[config.mk]
export PLATFORM = sky130hd
export DESIGN_NAME = pe_psum_drain
export DESIGN_NICKNAME = d
export VERILOG_FILES = /design/src/rtl/pe_psum_drain.sv
export SDC_FILE = /design/constraint.sdc
export NUM_CORES = 1
export LEC_CHECK = 0
export ABC_CLOCK_PERIOD_IN_PS = 3400
export BUFFER_PORTS_ARGS = -buffer_cell sky130_fd_sc_hd__buf_2
export CAP_MARGIN = 15
export CELL_PAD_IN_SITES_DETAIL_PLACEMENT = 1
export CELL_PAD_IN_SITES_GLOBAL_PLACEMENT = 2
export CORE_MARGIN = 3
export CORE_UTILIZATION = 39
export CTS_BUF_LIST = sky130_fd_sc_hd__clkbuf_4 sky130_fd_sc_hd__clkbuf_8
export CTS_CLUSTER_SIZE = 28
export DETAILED_ROUTE_END_ITERATION = 8
export PLACE_DENSITY_LB_ADDON = 0.1
export SLEW_MARGIN = 20
export SYNTH_ARGS = -nofsm -noshare
export SYNTH_HDL_FRONTEND = slang
export SYNTH_SLANG_ARGS = --single-unit
[constraint.sdc]
create_clock -name clk_i -period 3.4 [get_ports clk_i]
set_clock_uncertainty 0.2 [all_clocks]
set_input_delay 0.17 -clock clk_i [delete_from_list [all_inputs] [get_ports clk_i]]
set_output_delay 0.17 -clock clk_i [all_outputs]
set_load 0.01 [all_outputs]
[src/rtl/pe_psum_drain.sv]
// Captures the PE psum vector on a done pulse and streams it out one element per beat.
// Optional PSUM_ACCUM_EN: sums ACCUM_ROWS captured rows elementwise before draining.
module pe_psum_drain #(
    parameter int DATA_WIDTH = 8,
    parameter int INPUT_SIZE = 8,
    parameter int ACCUM_ROWS = 3,
    localparam int NUM_PSUM  = INPUT_SIZE - 2,
    localparam int IDX_W     = (NUM_PSUM > 1) ? $clog2(NUM_PSUM) : 1
) (
    input  logic                                    clk_i,
    input  logic                                    rst,
    input  logic                                    en,
    input  logic                                    pe_done_i,
    input  logic [INPUT_SIZE-3:0][2*DATA_WIDTH-1:0] psum_i,
    output logic                                    m_valid_o,
    input  logic                                    m_ready_i,
    output logic [2*DATA_WIDTH-1:0]                 m_data_o,
    output logic [IDX_W-1:0]                        m_index_o,
    output logic                                    m_last_o,
    output logic                                    busy_o,
    output logic                                    overrun_o
);

    localparam int PW = 2 * DATA_WIDTH;
    localparam logic [IDX_W-1:0] IDX_LAST = IDX_W'(NUM_PSUM - 1);

`ifdef PSUM_ACCUM_EN
    localparam int ROWS_W = $clog2(ACCUM_ROWS + 1);
    localparam logic [ROWS_W-1:0] ROWS_LAST = ROWS_W'(ACCUM_ROWS - 1);
`endif

    typedef enum logic [1:0] {
        S_IDLE  = 2'd0,
        S_DRAIN = 2'd1,
        S_ACCUM = 2'd2
    } state_t;

    state_t                      r_state;
    state_t                      w_next_state;
    state_t                      w_load_target;
    logic [NUM_PSUM-1:0][PW-1:0] r_buf;
    logic [IDX_W-1:0]            r_idx;
    logic [IDX_W-1:0]            w_idx_next;
    logic                        r_overrun;
    logic                        w_capture;
    logic                        w_xfer;
    logic                        w_at_last;
    logic                        w_load;
    logic                        w_add;
    logic                        w_overrun_set;
`ifdef PSUM_ACCUM_EN
    logic [ROWS_W-1:0]           r_rows;
`endif

    assign w_capture = en & pe_done_i;
    assign w_xfer    = (r_state == S_DRAIN) & m_ready_i;
    assign w_at_last = (r_idx == IDX_LAST);

    // A fresh load drains directly unless more rows must be accumulated first.
`ifdef PSUM_ACCUM_EN
    assign w_load_target = (ACCUM_ROWS == 1) ? S_DRAIN : S_ACCUM;
`else
    assign w_load_target = S_DRAIN;
`endif

    // State register.
    always_ff @(posedge clk_i) begin
        if (rst) begin
            r_state <= S_IDLE;
        end else begin
            r_state <= w_next_state;
        end
    end

    // Next-state, index advance and buffer load/add/overrun decisions.
    always_comb begin
        w_next_state  = r_state;
        w_idx_next    = r_idx;
        w_load        = 1'b0;
        w_add         = 1'b0;
        w_overrun_set = 1'b0;
        case (r_state)
            S_IDLE: begin
                if (w_capture) begin
                    w_load       = 1'b1;
                    w_idx_next   = '0;
                    w_next_state = w_load_target;
                end else begin
                    w_next_state = S_IDLE;
                end
            end
`ifdef PSUM_ACCUM_EN
            S_ACCUM: begin
                if (w_capture) begin
                    w_add = 1'b1;
                    if (r_rows == ROWS_LAST) begin
                        w_next_state = S_DRAIN;
                    end else begin
                        w_next_state = S_ACCUM;
                    end
                end else begin
                    w_next_state = S_ACCUM;
                end
            end
`endif
            S_DRAIN: begin
                if (w_xfer && w_at_last) begin
                    w_idx_next = '0;
                    if (w_capture) begin
                        w_load       = 1'b1;
                        w_next_state = w_load_target;
                    end else begin
                        w_next_state = S_IDLE;
                    end
                end else begin
                    if (w_xfer) begin
                        w_idx_next = r_idx + IDX_W'(1);
                    end else begin
                        w_idx_next = r_idx;
                    end
                    // Capture while a frame is still mid-drain: drop it and flag it.
                    if (w_capture) begin
                        w_overrun_set = 1'b1;
                    end else begin
                        w_overrun_set = 1'b0;
                    end
                end
            end
            default: begin
                w_next_state = S_IDLE;
            end
        endcase
    end

    // Buffer, beat index, sticky overrun and row counter.
    always_ff @(posedge clk_i) begin
        if (rst) begin
            r_buf     <= '0;
            r_idx     <= '0;
            r_overrun <= 1'b0;
`ifdef PSUM_ACCUM_EN
            r_rows    <= '0;
`endif
        end else begin
            r_idx <= w_idx_next;
            if (w_overrun_set) begin
                r_overrun <= 1'b1;
            end
            if (w_load) begin
                r_buf <= psum_i;
`ifdef PSUM_ACCUM_EN
                r_rows <= ROWS_W'(1);
`endif
            end else if (w_add) begin
                for (int i = 0; i < NUM_PSUM; i++) begin
                    r_buf[i] <= r_buf[i] + psum_i[i];
                end
`ifdef PSUM_ACCUM_EN
                r_rows <= r_rows + ROWS_W'(1);
`endif
            end
        end
    end

    assign m_valid_o = (r_state == S_DRAIN);
    assign m_data_o  = m_valid_o ? r_buf[r_idx] : '0;
    assign m_index_o = r_idx;
    assign m_last_o  = m_valid_o & w_at_last;
    assign busy_o    = (r_state != S_IDLE);
    assign overrun_o = r_overrun;

endmodule
**Word-level counts from Yosys, hierarchy flattened**

Index checks and enable logic that the tools add are counted.

- Memory bits (writable): 0
- Logic and storage cells: 39
- Memories kept: 0
- Register bits after elaboration: 102
- Output and inout port bits: 23
- Latch bits: 0
- Bits in read-only memories: 0

- $lt $le $gt $ge: 1
- Mux-type cells: 15
- Eq/ne operators: 5
- Divide/modulo/power cells: 0
- Bitwise operators: 3
- $mul: 0
- Add/subtract/negate cells: 1
- Reductions and logical operators: 5
- Shift-type cells: 0

Operator list:

| kind | number |
|---|---|
| $bmux W16 S3 | 1 |
| $mux W16 | 2 |
| $mux W3 | 3 |
| $pmux W3 S2 | 1 |
| $mux W1 | 5 |
| $lt A3 B4 Y1 const B | 1 |
| $pmux W2 S2 | 1 |
| $reduce_bool A2 Y1 | 2 |
| $add A3 B1 Y3 const B | 1 |
| $and A1 B1 Y1 | 3 |
| $eq A3 B3 Y1 const B | 1 |
| $ne A3 B1 Y1 const B | 1 |
| $reduce_and A3 Y1 | 1 |
| $eq A2 B1 Y1 const B | 1 |
| $logic_not A2 Y1 | 1 |
| $mux W2 | 1 |
| $ne A2 B1 Y1 const B | 1 |
| $ne A2 B2 Y1 const B | 1 |
| $pmux W1 S2 | 1 |
| $logic_and A1 B1 Y1 | 1 |

**Depth between registers and ports, before layout**

Gate-level depths: netlist of the first run.

- Word-level depth: 5
- Mapped depth: 9

**Worst setup path before layout of the first run**

OpenSTA, ideal clock, no wires.

- Kind: register to register
- From: reg r_idx[1], in the netlist m_index_o[1]
- To: reg r_buf[32] (netlist name)
- Setup slack: 1,465 ps
- Setup time: 126 ps
- Buffers on the path: 4
- Cell stages (with the launch flop): 10
- Clock period less this slack: 1,935 ps
- Arrival: 1,609 ps
- Cell sequence: dfxtp_1 > buf_2 > inv_1 > ha_1 > and3_1 > buf_2 > buf_4 > buf_2 > nand4b_1 > nand4_1

- Cells in the longest elaborated chain, start to end: 4

Ends and longest elaborated chain:

| item | line | text |
|---|---|---|
| from (decl) | 42 | `logic [IDX_W-1:0] r_idx;` |
| from (signal assigned) | 145 | `r_idx <= w_idx_next;` |
| $eq A3 B3 Y1 | 57 | `assign w_at_last = (r_idx == IDX_LAST);` |
| $logic_and A1 B1 Y1 | 107 | `if (w_xfer && w_at_last) begin` |
| $mux W1 | 107 |  |
| $pmux W1 S2 | 82 | `case (r_state)` |
| to (signal assigned) | 150 | `r_buf <= psum_i;` |
| to (signal, indexed assignment) | 156 | `r_buf[i] <= r_buf[i] + psum_i[i];` |
| to (decl) | 41 | `logic [NUM_PSUM-1:0][PW-1:0] r_buf;` |

Every way passes these cells.
A chain may end at the register's enable or synchronous reset.

**Final worst setup path of the first run**

- From: reg r_state[0]
- To: out m_data_o[14]

- Cells in the longest elaborated chain, start to end: 2

Ends and longest elaborated chain:

| item | line | text |
|---|---|---|
| from (decl) | 38 | `state_t r_state;` |
| from (signal assigned) | 71 | `r_state <= w_next_state;` |
| $eq A2 B1 Y1 | 165 | `assign m_valid_o = (r_state == S_DRAIN);` |
| $mux W16 | 166 | `assign m_data_o = m_valid_o ? r_buf[r_idx] : '0;` |
| to (decl) | 17 | `output logic [2*DATA_WIDTH-1:0] m_data_o,` |

Every way passes these cells.

==> flow_summary.json, run 1 <==
{
  "status": "complete, no violations",
  "avgRoutedWirePerCell_um": 22.21,
  "slew_headroom_pct": 30.56,
  "setup_tns_ps": 0,
  "antenna_found_initial": 0,
  "start_util_pct": 39.93,
  "cts_tree": "yes",
  "syn-num-nets": 924,
  "critPathArrivalTime_ps": 2340,
  "power.switching_mw": 0.8349,
  "yosysWarnings": 0,
  "drv_slew": 0,
  "clockBufferDepth": 2,
  "dieArea_um2": 20980,
  "die_w_um": 144.8,
  "cts-root-buf": "clkbuf_8",
  "syn_to_final_growth_pct": 22.27,
  "power_switching_share_pct": 30.60,
  "crit_start": "r_state[0]$_SDFFE_PP0P_",
  "slowest_delay_ps": 700,
  "intPower_mw": 1.894,
  "leakage_nw": 3.121,
  "path_buf_inv": 3,
  "end_kind": "primary output",
  "power_frac_seq_pct": 48.5,
  "synth.avg_cell_area_um2": 9.158,
  "cp-start-kind": "flop",
  "pwr-share-clk_pct": 30.5,
  "detailed_place.area_um2": 8020,
  "crit_family": "buffers and inverters",
  "finalHoldViolations": 0,
  "ys_seq_area_share_pct": 26.89,
  "worstSkewPairLatency_ps": 390,
  "rsz0062_at_grt": "no",
  "grt_usage_pct": 25.11,
  "reg2reg_slack_ps": 1080,
  "min_path_type": "reg2reg",
  "hold_ws_ps": 289.6,
  "maxCapViolations": 0,
  "p_comb_share_pct": 21.0,
  "core_area_um2": 18830,
  "cts.sinks": 101,
  "path_max_fanout": 98,
  "synth.area.top_cells": "dfxtp_1 27%, nand4b_1 22%, or4b_1 12%, nand3b_1 9.9%, nand4_1 8.0%",
  "path_common_cell": "buf_4",
  "fin_nets": 1040,
  "mostFrequentLayoutCell": "nand4b_1",
  "synth-seq-cells": 101,
  "nFillCells": 2136,
  "netlist.top_cell.by_area": "dfxtp_1",
  "final_area_um2": 9193,
  "grt_pass1_vias": 7586,
  "tightest_slew_ps": 1042,
  "clk_pin_slew_worst_paths_ps": 110,
  "first_pass_iters": 5,
  "fp.dieH_um": 144.8,
  "worstReg2RegStart": "m_index_o[1]$_SDFFE_PP0P_",
  "via_per_inst": 6.388,
  "final_cell_mix": "193 x nand4b_1, 122 x buf_2, 99 x nand3b_1, 99 x dfxtp_1, 97 x dlygate4sd3_1",
  "cp.required_ps": 3030,
  "drt_iter0_drc": 611,
  "setup_violations": 0,
  "grt_max_degree": 235,
  "p_total_mw": 2.728,
  "slowest_stage": "buf_4",
  "gp_congestion": 0.7664,
  "io_pins": 124,
  "path_cells": "buf_4 > nand3b_1 > buf_4 > o21ai_0 > buf_2",
  "row_count": 50,
  "io_buffers": 123,
  "ir_worst_vdd_mv": 0.1990,
  "hp-start": "overrun_o$_SDFFE_PP0P_",
  "min_period_over_period_pct": 79.61,
  "power.density_cell_area_nw_per_um2": 296.8,
  "via_count": 7678,
  "worst-setup-path-type": "reg2out",
  "drcViolationCount": 0,
  "max_freq_mhz": 369.5,
  "h-tree-depth": 3,
  "ys_types": 35,
  "diodes": 0,
  "drtAntennaViolNets": 0,
  "synth_top_cell_area_share_pct": 26.89,
  "cts_buffers": 9,
  "drive_above_1_share_pct": 18.26,
  "syn_area_um2": 7518,
  "routed_wirelength_um": 26700,
  "hpwl_um": 16300,
  "synth_cells": 821,
  "grt_remaining_overflow": 0,
  "min_period_ps": 2707,
  "grt_pass1_wl_um": 42120
}
-- cells in the mapped netlist (all sizes together) --
| cell | instances |
|---|---|
| a21o | 1 |
| a21oi | 3 |
| a31oi | 2 |
| and2 | 1 |
| and3 | 2 |
| buf | 46 |
| clkbuf | 85 |
| dfxtp | 101 |
| ha | 2 |
| inv | 1 |
| mux2i | 48 |
| nand2 | 4 |
| nand3 | 2 |
| nand3b | 100 |
| nand4 | 96 |
| nand4b | 193 |
| nor2 | 2 |
| o211ai | 1 |
| o21ai | 16 |
| o22a | 16 |
| or3 | 1 |
| or3b | 1 |
| or4b | 96 |
| xor2 | 1 |
-- worst register-to-register path, cell delays in order, from the launching register on --
cell and delay [ps]:
dfxtp_2 450, inv_1 110, ha_1 230, nand3_4 500, buf_12 430, nand4b_1 170
nand4_1 100
-- area by class of cell --
| cell class | count | area, µm² | area share [%] |
|---|---|---|---|
| inverters | 1 | 3.754 | 0.04083 |
| repair buffers | 236 | 1753 | 19.07 |
| well taps | 260 | 325.3 | 3.539 |
| clock inverters | 6 | 61.31 | 0.6669 |
| multi-input cells | 588 | 4885 | 53.14 |
| clock buffers | 10 | 137.6 | 1.497 |
| flip-flops and latches | 101 | 2027 | 22.05 |
-- stage by stage --
stage / setup WS (ps) / std cells / util, %
after floorplan: 1465 / 821 / -
after CTS: 660.0 / 1202 / 48.80
after global placement: 1135 / 1089 / 42.59
after global routing: 472.0 / 1202 / 48.82
final: 693.4 / 1202 / 48.82
after detailed placement: 1063 / 1089 / 42.59
-- registers in the layout (all words and copies together), names as in the netlist --
name	cells
m_index_o	3
r_buf	96
overrun_o	1
r_state	1
-- kinds of logic (layout without fill, tap and decap cells) --
| kind of cell | count (synthesis) | after routing | synth area share (%) |
|---|---|---|---|
| DFF | 101 | 101 | 26.89 |
| buffers and inverters | 132 | 253 | 8.421 |
| muxes | 48 | 48 | 6.390 |
| AOI/OAI and AO/OA | 39 | 39 | 3.644 |
| xor gates and xnor gates | 1 | 1 | 0.1165 |
| and+or+nand+nor | 498 | 498 | 54.20 |
| adders and majority gates | 2 | 2 | 0.3328 |
-- per-layer routing --
metal,wire length [µm],vias to the layer above,track usage [%]
li1,-,3606,-
met1,12050,3872,33.83
met2,13010,172,41.97
met3,1115,28,4.075
met4,522,0,6.284
met5,0,-,0
-- final timing paths --
check / endpoint / depth (start not counted)
setup reg to reg: r_buf[67]$_SDFFE_PP0P_ / 6
setup / recovery: m_data_o[14] / 5
hold reg to reg: overrun_o$_SDFFE_PP0P_ / 2
hold / removal: overrun_o$_SDFFE_PP0P_ / 2
-- what timing repair did --
| action | 4_1_cts | 5_1_grt |
|---|---|---|
| hold endpoints to repair | 97 | 0 |
| hold buffers | 97 | 0 |
| buffers inserted | 0 | 0 |
| resized for setup | 0 | 0 |
-- power groups by stage --
stage	clock network [mW]	logic, mW	registers, mW
global placement	0	0.463	1.34
finish	0.832	0.572	1.32
floorplan	0	0.329	1.32
CTS	0.859	0.570	1.32
detailed placement	0	0.482	1.35
global route	0.904	0.622	1.33
Power figures use the tool's default switching activity.
==> inputs of run 2 (changes only) <==
ABC_CLOCK_PERIOD_IN_PS = 2500   (was 3400)
CORE_UTILIZATION = 36   (was 39)
clock period = 2.5 ns   (was 3.4 ns; I/O delays follow)
==> run 2 against run 1 <==
Sequential share of layout area decreased by 0.28 points. Combinational power up 37%. Critical path depth stayed put. Sequential cell count stayed put. Power increased by 36%. First-iteration DRC count up 1.6%. Register-to-register slack got worse by 630 ps. Die area increased by 8.0%. Worst setup slack lost 610 ps. Core utilization is 3.1 points lower. Global-route usage is 0.35 points lower. Hold slack got worse by 230 ps. Critical path type unchanged. Largest power group unchanged.
==> flow_summary.json, run 2 (same netlist as run 1, synthesis figures left out) <==
{
  "critPathArrivalTime_ps": 2090,
  "core_area_um2": 20360,
  "clockBufferDepth": 2,
  "setup_tns_ps": 0,
  "path_cells": "buf_4 > mux2i_1 > o22a_1 > o21ai_2 > buf_2",
  "worst-setup-path-type": "reg2out",
  "power.density_cell_area_nw_per_um2": 397.3,
  "worstSkewPairLatency_ps": 380,
  "syn_to_final_growth_pct": 23.81,
  "holdPathStages": 2,
  "seq_area_um2": 2027,
  "antenna_found_initial": 0,
  "hpwl_um": 17710,
  "dieArea_um2": 22650,
  "regMostFlops": "r_buf",
  "detailed_place.area_um2": 8123,
  "r2r_end": "r_buf[3]$_SDFFE_PP0P_",
  "final_cell_mix": "193 x nand4b_1, 122 x buf_2, 99 x nand3b_1, 99 x dfxtp_1, 97 x dlygate4sd3_1",
  "cts_buffers": 9,
  "slew_headroom_pct": 40.03,
  "hp-start": "rst",
  "end_kind": "primary output",
  "row_count": 52,
  "drv_slew": 0,
  "rsz0062_at_grt": "no",
  "min_to": "r_state[0]$_SDFFE_PP0P_",
  "slowest_stage": "mux2i_1",
  "finalHoldViolations": 0,
  "drcViolationCount": 0,
  "post-cts-setup-buffer-count": 0,
  "largest_reg_flops": 96,
  "routed_wirelength_um": 28350,
  "final_area_um2": 9309,
  "via_per_inst": 6.404,
  "diodes": 0,
  "worstReg2RegStart": "m_index_o[0]$_SDFFE_PP0P_",
  "slowest_delay_ps": 510,
  "min_period_ps": 2412,
  "drt_iter0_drc": 621,
  "grt_usage_pct": 24.76,
  "path_max_fanout": 16,
  "cts-root-buf": "clkbuf_8",
  "crit_family": "multiplexers",
  "min_path_type": "in2reg",
  "drive_above_1_share_pct": 19.07,
  "leakage_nw": 3.205,
  "die_w_um": 150.5,
  "grt_pass1_wl_um": 44240,
  "avgRoutedWirePerCell_um": 23.26,
  "max_freq_mhz": 414.6,
  "path_buf_inv": 2,
  "via_count": 7806,
  "io_buffers": 123,
  "clk_pin_slew_worst_paths_ps": 100,
  "dp_slack_ps": 267.2,
  "h-tree-depth": 3,
  "reg2reg_slack_ps": 450,
  "mostFrequentLayoutCell": "nand4b_1",
  "drtAntennaViolNets": 0,
  "cp-start-kind": "flop",
  "io_pins": 124,
  "ir_worst_vdd_mv": 0.2558,
  "first_pass_iters": 5,
  "gp_congestion": 0.7985,
  "fin_ws_ps": 88.20,
  "setup_violations": 0,
  "post-route-util_pct": 45.71,
  "grt_remaining_overflow": 0,
  "hold_ws_ps": 58.22,
  "cts.sinks": 101,
  "fin_nets": 1047,
  "ff2ff_path_depth": 5,
  "grt_pass1_vias": 7694,
  "start_util_pct": 36.92,
  "nFillCells": 2313,
  "status": "complete, no violations",
  "cts_tree": "yes",
  "fp.dieH_um": 150.5,
  "min_period_over_period_pct": 96.47,
  "tightest_slew_ps": 899.6,
  "cp.required_ps": 2170,
  "grt_max_degree": 162,
  "maxCapViolations": 0,
  "multiInputGateArea_um2": 4900
}
==> run 2: changes by cell type in the layout (fill, tap and decap cells not counted), moves of 2 or more <==
cell        previous run  this run
buf_4                 13        16
clkinvlp_4             2         0
clkbuf_4               0         3
buf_12                 3         6
==> run 2: final cells by class <==
cell class	count	share of cell area (%)
Timing Repair Buffer	243	19.85
Tap cell	270	3.629
Clock buffer	15	2.016
Multi-Input combinational cell	588	52.63
Inverter	1	0.04032
Sequential cell	101	21.77
Clock inverter	1	0.05376
==> run 2: where the power goes <==
part           switching (mW)  internal [mW]
clock                   0.610          0.479
sequential              0.117           1.71
combinational           0.395          0.389
total                    1.12           2.58
==> run 2: metal layers <==
| layer | up-vias | routed length (µm) | global-route usage [%] | share of wire (%) |
|---|---|---|---|---|
| met5 | - | 0 | 0 | 0 |
| met1 | 3960 | 13000 | 34.48 | 46 |
| met4 | 0 | 677 | 7.136 | 2.4 |
| li1 | 3612 | - | - | - |
| met2 | 199 | 13320 | 38.98 | 47 |
| met3 | 35 | 1351 | 4.756 | 4.8 |
==> run 2: how the worst max path moves through the flow <==
stage | from | end | cells past startpoint
after floorplan | m_index_o[1]$_SDFFE_PP0P_ | r_buf[32]$_SDFFE_PP0P_ | 9
after global placement | m_index_o[1]$_SDFFE_PP0P_ | m_data_o[11] | 5
after detailed placement | m_index_o[1]$_SDFFE_PP0P_ | m_data_o[11] | 5
after CTS | m_index_o[1]$_SDFFE_PP0P_ | m_data_o[11] | 5
after global routing | m_index_o[1]$_SDFFE_PP0P_ | m_data_o[14] | 5
final | m_index_o[0]$_SDFFE_PP0P_ | m_data_o[4] | 5
==> run 2: timing repair <==
| action | in CTS | in global routing |
|---|---|---|
| setup endpoints to repair | 15 | 3 |
| hold buffers | 97 | 0 |
| endpoints found under the hold margin | 99 | 0 |
| resized for setup | 3 | 2 |
==> run 2: metrics by stage <==
step	total power, mW	std cells
final	3.698	1219
after global routing	3.886	1219
after CTS	3.740	1219
after detailed placement	2.517	1106
after global placement	2.486	1106
after floorplan	2.250	821
==> run 2: worst reg2reg max path: cells and delay by family, from the launching register on <==
kind	cells	cell delay [ps]
simple gates	3	610
buf+inv	1	390
fa+ha+maj	1	270
flops	1	440
